### config.mk
export PLATFORM = sky130hd
export DESIGN_NAME = output_requantizer
export DESIGN_NICKNAME = d
export VERILOG_FILES = /design/src/rtl/output_requantizer.sv
export SDC_FILE = /design/constraint.sdc
export NUM_CORES = 1
export LEC_CHECK = 0
export ABC_CLOCK_PERIOD_IN_PS = 12000
export CAP_MARGIN = 15
export CORE_MARGIN = 8
export CORE_UTILIZATION = 30
export DETAILED_ROUTE_END_ITERATION = 6
export GPL_TIMING_DRIVEN = 0
export PLACE_DENSITY = 0.48
export SLEW_MARGIN = 30
export SYNTH_ARGS = -nofsm -noshare
export SYNTH_HDL_FRONTEND = slang
export SYNTH_SLANG_ARGS = --single-unit
### constraint.sdc
create_clock -name clk -period 12 [get_ports clk]
set_clock_uncertainty 0.2 [all_clocks]
set_input_delay 3.6 -clock clk [delete_from_list [all_inputs] [get_ports clk]]
set_output_delay 3.6 -clock clk [all_outputs]
set_load 0.01 [all_outputs]
### src/rtl/output_requantizer.sv
// output_requantizer: rounds, right-shifts, optionally ReLUs and saturates
// finished MAC accumulator values. Results go through a small FIFO to a
// valid/ready output port. The input side cannot be stalled, so a sample
// that arrives at a full FIFO is dropped and the sticky overflow flag is set.
module output_requantizer #(
    parameter int ACCUMULATION_WIDTH = 32,
    parameter int IO_DATA_WIDTH      = 16,
    parameter int FEATURE_MAP_WIDTH  = 1024,
    parameter int FEATURE_MAP_HEIGHT = 1024,
    parameter int OUTPUT_NB_CHANNELS = 64,
    parameter int FIFO_DEPTH         = 4
) (
    input  logic                                    clk,
    input  logic                                    rst_in,
    input  logic signed [ACCUMULATION_WIDTH-1:0]    acc_in,
    input  logic                                    acc_valid,
    input  logic [$clog2(FEATURE_MAP_WIDTH)-1:0]    acc_x,
    input  logic [$clog2(FEATURE_MAP_HEIGHT)-1:0]   acc_y,
    input  logic [$clog2(OUTPUT_NB_CHANNELS)-1:0]   acc_ch,
    input  logic [$clog2(ACCUMULATION_WIDTH)-1:0]   shift,
    input  logic                                    relu_en,
    output logic signed [IO_DATA_WIDTH-1:0]         out_data,
    output logic                                    out_valid,
    input  logic                                    out_ready,
    output logic [$clog2(FEATURE_MAP_WIDTH)-1:0]    out_x,
    output logic [$clog2(FEATURE_MAP_HEIGHT)-1:0]   out_y,
    output logic [$clog2(OUTPUT_NB_CHANNELS)-1:0]   out_ch,
    output logic [$clog2(FIFO_DEPTH):0]             fifo_level,
    output logic                                    overflow,
    output logic [15:0]                             sat_count
);

    localparam int AW  = ACCUMULATION_WIDTH;
    localparam int IOW = IO_DATA_WIDTH;
    localparam int XW  = $clog2(FEATURE_MAP_WIDTH);
    localparam int YW  = $clog2(FEATURE_MAP_HEIGHT);
    localparam int CW  = $clog2(OUTPUT_NB_CHANNELS);
    localparam int SW  = $clog2(ACCUMULATION_WIDTH);
    localparam int PW  = $clog2(FIFO_DEPTH);
    localparam int LW  = PW + 1;

    localparam logic signed [AW:0] SAT_MAX = (AW+1)'((2 ** (IOW - 1)) - 1);
    localparam logic signed [AW:0] SAT_MIN = ~SAT_MAX;
    localparam logic [LW-1:0]      DEPTH_L = LW'(FIFO_DEPTH);

    // ---------------- S1: round-half-up arithmetic shift ----------------
    logic signed [AW:0] w_ext;
    logic signed [AW:0] w_rnd;
    logic signed [AW:0] w_sum;
    logic signed [AW:0] w_shr;
    logic [SW-1:0]      w_shm1;

    logic               r_s1_valid;
    logic signed [AW:0] r_s1_val;
    logic [XW-1:0]      r_s1_x;
    logic [YW-1:0]      r_s1_y;
    logic [CW-1:0]      r_s1_ch;
    logic               r_s1_relu;

    // Sign-extend by one bit so adding the rounding constant cannot overflow
    always_comb begin
        w_ext  = {acc_in[AW-1], acc_in};
        w_shm1 = shift - SW'(1);
        w_rnd  = '0;
        if (shift != '0) begin
            w_rnd[w_shm1] = 1'b1;
        end
        w_sum = w_ext + w_rnd;
        w_shr = w_sum >>> shift;
    end

    // S1 valid flag
    always_ff @(posedge clk) begin
        if (rst_in) begin
            r_s1_valid <= 1'b0;
        end else begin
            r_s1_valid <= acc_valid;
        end
    end

    // S1 payload capture
    always_ff @(posedge clk) begin
        if (acc_valid) begin
            r_s1_val  <= w_shr;
            r_s1_x    <= acc_x;
            r_s1_y    <= acc_y;
            r_s1_ch   <= acc_ch;
            r_s1_relu <= relu_en;
        end
    end

    // ---------------- S2: ReLU and saturation ----------------
    logic signed [AW:0]  w_relu_val;
    logic                w_hi;
    logic                w_lo;
    logic [IOW-1:0]      w_sat_data;

    logic                r_s2_valid;
    logic                r_s2_clip;
    logic [IOW-1:0]      r_s2_data;
    logic [XW-1:0]       r_s2_x;
    logic [YW-1:0]       r_s2_y;
    logic [CW-1:0]       r_s2_ch;

    // ReLU first so zeroed negatives never register as clipped
    always_comb begin
        w_relu_val = r_s1_val;
        if (r_s1_relu && r_s1_val[AW]) begin
            w_relu_val = '0;
        end
        w_hi = (w_relu_val > SAT_MAX);
        w_lo = (w_relu_val < SAT_MIN);
        if (w_hi) begin
            w_sat_data = SAT_MAX[IOW-1:0];
        end else if (w_lo) begin
            w_sat_data = SAT_MIN[IOW-1:0];
        end else begin
            w_sat_data = w_relu_val[IOW-1:0];
        end
    end

    // S2 valid flag
    always_ff @(posedge clk) begin
        if (rst_in) begin
            r_s2_valid <= 1'b0;
        end else begin
            r_s2_valid <= r_s1_valid;
        end
    end

    // S2 payload capture
    always_ff @(posedge clk) begin
        if (r_s1_valid) begin
            r_s2_clip <= w_hi || w_lo;
            r_s2_data <= w_sat_data;
            r_s2_x    <= r_s1_x;
            r_s2_y    <= r_s1_y;
            r_s2_ch   <= r_s1_ch;
        end
    end

    // ---------------- Output FIFO ----------------
    logic [IOW-1:0] r_mem_data [FIFO_DEPTH];
    logic [XW-1:0]  r_mem_x    [FIFO_DEPTH];
    logic [YW-1:0]  r_mem_y    [FIFO_DEPTH];
    logic [CW-1:0]  r_mem_ch   [FIFO_DEPTH];

    logic [PW-1:0]  r_wr_ptr;
    logic [PW-1:0]  r_rd_ptr;
    logic [LW-1:0]  r_level;
    logic           r_overflow;
    logic [15:0]    r_sat_count;

    logic           w_full;
    logic           w_pop;
    logic           w_push;

    // A push into a full FIFO is accepted only when a pop frees the slot
    always_comb begin
        w_full = (r_level == DEPTH_L);
        w_pop  = out_valid && out_ready;
        w_push = r_s2_valid && (!w_full || w_pop);
    end

    // FIFO storage write
    always_ff @(posedge clk) begin
        if (w_push) begin
            r_mem_data[r_wr_ptr] <= r_s2_data;
            r_mem_x[r_wr_ptr]    <= r_s2_x;
            r_mem_y[r_wr_ptr]    <= r_s2_y;
            r_mem_ch[r_wr_ptr]   <= r_s2_ch;
        end
    end

    // Pointers, occupancy, sticky overflow and saturating clip counter
    always_ff @(posedge clk) begin
        if (rst_in) begin
            r_wr_ptr    <= '0;
            r_rd_ptr    <= '0;
            r_level     <= '0;
            r_overflow  <= 1'b0;
            r_sat_count <= '0;
        end else begin
            if (w_push) begin
                r_wr_ptr <= r_wr_ptr + PW'(1);
            end
            if (w_pop) begin
                r_rd_ptr <= r_rd_ptr + PW'(1);
            end
            r_level <= r_level + LW'(w_push) - LW'(w_pop);
            if (r_s2_valid && !w_push) begin
                r_overflow <= 1'b1;
            end
            if (r_s2_valid && r_s2_clip && (r_sat_count != '1)) begin
                r_sat_count <= r_sat_count + 16'd1;
            end
        end
    end

    // Head of FIFO shown combinationally; forced to zero while empty
    assign out_valid  = (r_level != '0);
    assign out_data   = out_valid ? r_mem_data[r_rd_ptr] : '0;
    assign out_x      = out_valid ? r_mem_x[r_rd_ptr]    : '0;
    assign out_y      = out_valid ? r_mem_y[r_rd_ptr]    : '0;
    assign out_ch     = out_valid ? r_mem_ch[r_rd_ptr]   : '0;
    assign fifo_level = r_level;
    assign overflow   = r_overflow;
    assign sat_count  = r_sat_count;

endmodule

### Yosys cells after proc, flatten, opt, wreduce, memory -nomap -nowiden

Memory sizes are Yosys's and may differ from the RTL's. A register that Yosys moved wholly into a read port is not among the register bits.
Cells that the tools add are included.

* input port bits: 68
* memory bits (writable): 168
* word-level logic and storage cells: 67
* register bits after elaboration: 129
* output and inout port bits: 63
* memories: 4

* equality and inequality tests: 2
* mux-type cells: 19
* shifts and indexed selects: 1
* magnitude comparators: 4
* reduce and logical (&&, ||, !) cells: 13
* add/subtract/negate cells: 7

Memories
* r_mem_data: words 4, width 16, read ports 1, clocked after Yosys merged registers in 1, wr ports 1, RTL line 143 `logic [IOW-1:0] r_mem_data [FIFO_DEPTH];`
* r_mem_x: words 4, width 10, read ports 1, clocked after Yosys merged registers in 1, wr ports 1, RTL line 144 `logic [XW-1:0] r_mem_x [FIFO_DEPTH];`
* r_mem_y: words 4, width 10, read ports 1, clocked after Yosys merged registers in 1, wr ports 1, RTL line 145 `logic [YW-1:0] r_mem_y [FIFO_DEPTH];`
* r_mem_ch: words 4, width 6, read ports 1, clocked after Yosys merged registers in 1, wr ports 1, RTL line 146 `logic [CW-1:0] r_mem_ch [FIFO_DEPTH];`

Operators with widths (number)
* $add 32x33->33: 1
* $gt 33x16->1 const B: 1
* $lt 33x16->1 const B: 1
* $mux 33: 1
* $sshr 33x5->33: 1
* $mux 16: 2
* $mux 32: 1
* $mux 10: 2
* $add 16x1->16 const B: 1
* $mux 2: 8
* $ne 16x16->1 const B: 1
* $logic_and 1x1->1: 7
* $lt 5x7->1 const B: 1
* $mux 6: 1
* $demux 1 s5: 1
* $ge 5x1->1 const B: 1
* $reduce_bool 5->1: 1
* $sub 5x1->5 const B: 1
* $add 2x1->2 const B: 2
* $add 3x1->3: 1
* $eq 3x3->1 const B: 1
* $mux 1: 3
* $reduce_bool 3->1: 1
* $sub 3x1->3: 1
* other kinds (2): 4

### Logic depth before layout (Yosys ltp)

* depth in word-level cells: 8
* mapped depth: 19
* gate-level depth less buffers: 16

### Worst setup path after synthesis

OpenSTA, ideal clock, no wires.

* path type: input to register
* start: input shift[4]
* end: register r_s1_val[17], data pin
* setup time: 163 ps
* stages: 15
* buffers on the path: 3
* required time: 11637 ps
* arrival: 7338 ps
* setup slack: 4299 ps
* cell sequence: clkbuf_1 -> clkbuf_1 -> clkbuf_1 -> nand2_1 -> nor2_1 -> ha_1 -> a21oi_1 -> o211ai_1 -> a221o_1 -> a21oi_4 -> o21a_1 -> mux2_4 -> o41a_2 -> mux2_2 -> o221ai_1

* longest elaborated chain between the ends: 8
* elaborated cells on any way between the ends: 10
* those cells by class: add/sub (2); order compare (2); shift (1); mux (3); reduce/logical (2)

RTL lines
* from (decl): RTL line 20 `input logic [$clog2(ACCUMULATION_WIDTH)-1:0] shift,`
* $sub 5x1->5: RTL line 63 `w_shm1 = shift - SW'(1);`
* $lt 5x7->1 (implied by the code) / $ge 5x1->1 (equally long branches): RTL line 66 `w_rnd[w_shm1] = 1'b1;`
* $logic_and 1x1->1 (implied by the code): RTL line 66
* $mux 1 (implied by the code): RTL line 66
* $demux 1 s5: RTL line 66
* $mux 32: RTL line 65 `if (shift != '0) begin`
* $add 32x33->33: RTL line 68 `w_sum = w_ext + w_rnd;`
* $sshr 33x5->33 *: RTL line 69 `w_shr = w_sum >>> shift;`
* named net w_shr[17]: RTL line 50 `logic signed [AW:0] w_shr;`
* to (signal assigned): RTL line 84 `r_s1_val <= w_shr;`
* to (decl): RTL line 54 `logic signed [AW:0] r_s1_val;`

Mark *: on every way through the listed nets, which the timed path passes. The rest lies on a longest branch.
A chain may end at the register's enable or synchronous reset.

### Worst setup path after layout

* start: input shift[1]
* end: register r_s1_val[9], data pin

The elaborated chain is that of the path after synthesis.

==> flow_summary_export.csv <==
group,metric,value,unit
finish,synthToLayoutAreaGrowth,20.5,%
finish,fin_area,18700,µm²
sta,slew_violations,0,
clock_tree,h-tree-depth,1,
logic_synthesis,seq_area_frac_synth,55.9,%
sta,post-route-min-period,9.73,ns
logic_synthesis,synth_top_area_share,52.3,%
clock_tree,post_cts_buffers,0,
setup_path,startpoint_type,"input pin",
floorplan,dieWidth,244,µm
setup_path,path_buf_inv,4,
clock_tree,hold_buffers,0,
hold_path,min_to,"r_s2_y[5]",
sta,fmax,103,MHz
clock_tree,clk_path_buf_depth,3,
finish,drive_gt1_share,11.1,%
global_route,use_met2,25.3,%
setup_path,slowest_stage,"clkbuf_1",
floorplan,die_height,244,µm
clock_tree,cts_sinks,299,
setup_path,worstSetupEndpointType,"flop",
clock_tree,cts_made_buffers,27,
setup_path,timing.rr.start,"fifo_level[1]",
logic_synthesis,async_flop_share,0,%
route,drt_iter0_drc,653,
clock_tree,worstSkewPairLatency,0.53,ns
setup_path,cp.arrival,9.79,ns
setup_path,r2r_slack,9.30,ns
route,drc,0,
sta,grt_setup_unrepaired,"false",
route,drt.antenna.violating_nets,0,
route,vias,10900,
logic_synthesis,avgSynthCellArea,12.3,µm²
sta,tightest_slew,0.949,ns
placed_design,place.gp.congestion,0.907,
logic_synthesis,ys_warn_count,0,
placed_design,io_buffers,129,
logic_synthesis,synth_area_leaders,"edfxtp_1 (52%), mux4_2 (6.8%), dfxtp_1 (3.6%)",
power,power_per_cell_area,155,nW/µm²
logic_synthesis,ys_ff_latch,299,
global_route,grt_overflow,0,
clock_tree,ctsResizeCount,0,
clock_tree,clk_pin_slew,0.07,ns
setup_path,path_cells,"clkdlybuf4s50_1 > clkinv_1 > clkbuf_1 > nand2_1 > clkbuf_1 > nor2_1 > ha_1 > a21oi_1 > o211ai_1 > a211oi_2 > nor2_1 > a31oi_2 > xor2_2 > nor2_1 > o32ai_2 > o32ai_1 > a221o_1",
clock_tree,tritoncts,"built",
route,wl_per_cell,20.8,µm
power,leakage,0.00636,µW
floorplan,initial_core_util,30.3,%
global_route,grt_max_degree,45,
global_route,grtUsageMet1,18.3,%
hold_path,holdPathStages,0,
sta,fin_crit_sh,81.1,%
global_route,grt_pass1_vias,11200,
setup_path,crit_family,"compound AO/OA/AOI/OAI gates",
logic_synthesis,synth_cells,1266,
logic_synthesis,synth_edf_count,271,
floorplan,rows,83,
sta,finalHoldViolations,0,
power,ir_drop,93.3,µV
sta,finalSetupViolCount,0,
global_route,grt_pass1_wl,67700,µm
setup_path,r2r_cells,11,
route,totalWireLength,44200,µm
route,first_pass_iters,7,
logic_synthesis,syn_area,15600,µm²
sta,finalSetupTns,0,ns
setup_path,cp_common_cell,"nor2_1",
global_route,use_met3,1.43,%
finish,fillCellCount,5083,
global_route,grt.total_usage,14.3,%
sta,relSlewSlack,36.7,%
finish,final_cell_mix,"edfxtp_1 (271), clkdlybuf4s50_1 (128), nand2_1 (113), nor2_1 (113), a21oi_1 (69)",
placed_design,dp_hpwl,32700,µm
hold_path,min-delay-start,"r_s1_y[5]",
logic_synthesis,synth_area_leader_cell,"edfxtp_1",
setup_path,critPathKind,"in -> reg",
setup_path,crit_required,12.07,ns
placed_design,dpl-instance-area,17800,µm²
clock_tree,clockRootBuffer,"clkbuf_16",
route,viasPerCell,5.12,
setup_path,path_depth,17,
run_status,status,"finished clean",
floorplan,core_area,51300,µm²
setup_path,r2r_end,"fifo_level[2]",
floorplan,pin_count,131,
logic_synthesis,syn-num-nets,1374,
hold_path,hold_class,"reg -> reg",
setup_path,cp_max_fo,10,
logic_synthesis,synth_cell_types,98,
finish,nNetsFinal,1538,
logic_synthesis,synth_flop_cell,"edfxtp_1",
global_route,busiest_layer,"met2",
power,p_total,2900,µW
finish,layout_commonest_cell,"edfxtp_1",
setup_path,max_stage_delay,0.75,ns
finish,final_util,36.5,%
finish,antenna_cells,0,
global_route,antenna_found_initial,0,
job,cap_violations,0,
floorplan,die-area,59400,µm²
==> worst max-delay path by stage <==
stage                         to  startpoint  slack, ns
floorplan           r_s1_val[17]    shift[4]       4.30
global placement     r_s1_val[9]    shift[1]       1.74
detailed placement   r_s1_val[9]    shift[1]       1.76
CTS                  r_s1_val[9]    shift[1]       2.31
global route         r_s1_val[9]    shift[1]       2.07
finish               r_s1_val[9]    shift[1]       2.27
==> per-layer routing <==
metal | up-vias | routed length [µm]
li1 | 5177 | -
met1 | 5379 | 19400
met2 | 277 | 21900
met3 | 71 | 1740
met4 | 0 | 1230
met5 | - | 0
==> cells in the mapped netlist, types with 7 or more instances <==
cell type  count
edfxtp_1     271
nand2_1      113
nor2_1       113
a21oi_1       69
o21ai_0       57
and2_1        52
clkbuf_1      51
mux4_2        47
ha_1          38
mux2i_1       29
nand3_1       29
dfxtp_1       28
inv_1         26
nand4_1       21
o211ai_1      21
xnor2_1       20
xor2_1        20
a211oi_1      17
a21o_1        17
mux2_2        12
nor3_1        12
buf_2         11
or3_1         11
buf_1         10
o21a_1         9
o22ai_1        9
a211o_1        7
a31oi_1        7
nor2b_1        7
==> kinds of logic (layout without fill, tap and decap cells) <==
logic type               count (synthesis)  in the layout  share of synthesized area [%]
AO/OA/AOI/OAI                          300            300                           13.9
XOR/XNOR                                41             41                           2.36
adder cells (fa/ha/maj)                 40             40                           3.31
buffers and inverters                  101            285                           2.57
flip-flops                             299            299                           55.9
multiplexers                            90             90                           9.78
other                                    1              1                         0.0241
AND/OR/NAND/NOR                        394            394                           12.2
==> through the flow <==
| step | hold slack, ns | std cells | setup slack [ns] |
|---|---|---|---|
| finish | 0.220 | 2130 | 2.27 |
| global route | 0.227 | 2130 | 2.07 |
| CTS | 0.222 | 2130 | 2.31 |
| detailed placement | 0.206 | 2081 | 1.76 |
| global placement | 0.202 | 2075 | 1.74 |
| floorplan | 0.200 | 1266 | 4.30 |
==> power breakdown <==
group / internal, µW / leakage (µW) / switching (µW)
sequential: 1200 / 0.00274 / 30.0
clock: 516 / 0.000436 / 362
combinational: 389 / 0.00318 / 403
total: 2110 / 0.00636 / 795
==> sequential cells by signal, summed over array words and instances, names as in the netlist, 2 cells and up, named ones only <==
name        flops
r_mem_ch       24
r_rd_ptr        2
r_mem_x        40
r_s2_data      16
r_s2_x         10
r_s2_ch         6
fifo_level      3
r_s1_ch         6
sat_count      16
r_s1_x         10
r_mem_y        40
r_s1_val       33
r_mem_data     64
r_s1_y         10
r_s2_y         10
r_wr_ptr        2
==> final cells by class <==
class | instances | area, µm² | share of cell area (%)
buffer | 74 | 302 | 1.61
clock buffer | 28 | 679 | 3.62
clock inverter | 21 | 220 | 1.17
inverter | 27 | 101 | 0.541
multi-input combinational | 866 | 6480 | 34.5
sequential | 299 | 8700 | 46.4
tap | 680 | 851 | 4.54
timing repair buffer | 135 | 1420 | 7.55
==> worst register-to-register path, stage by stage (launching register included) <==
cell and delay [ns]:
dfxtp_1 0.43, or3_1 0.14, clkbuf_1 0.39, nand2_1 0.19, nor2_1 0.21, a21o_1 0.11
ha_1 0.14, inv_1 0.05, fa_1 0.37, xor2_1 0.17, xnor2_1 0.13, nor2_1 0.05
Power figures use the tool's default switching activity.
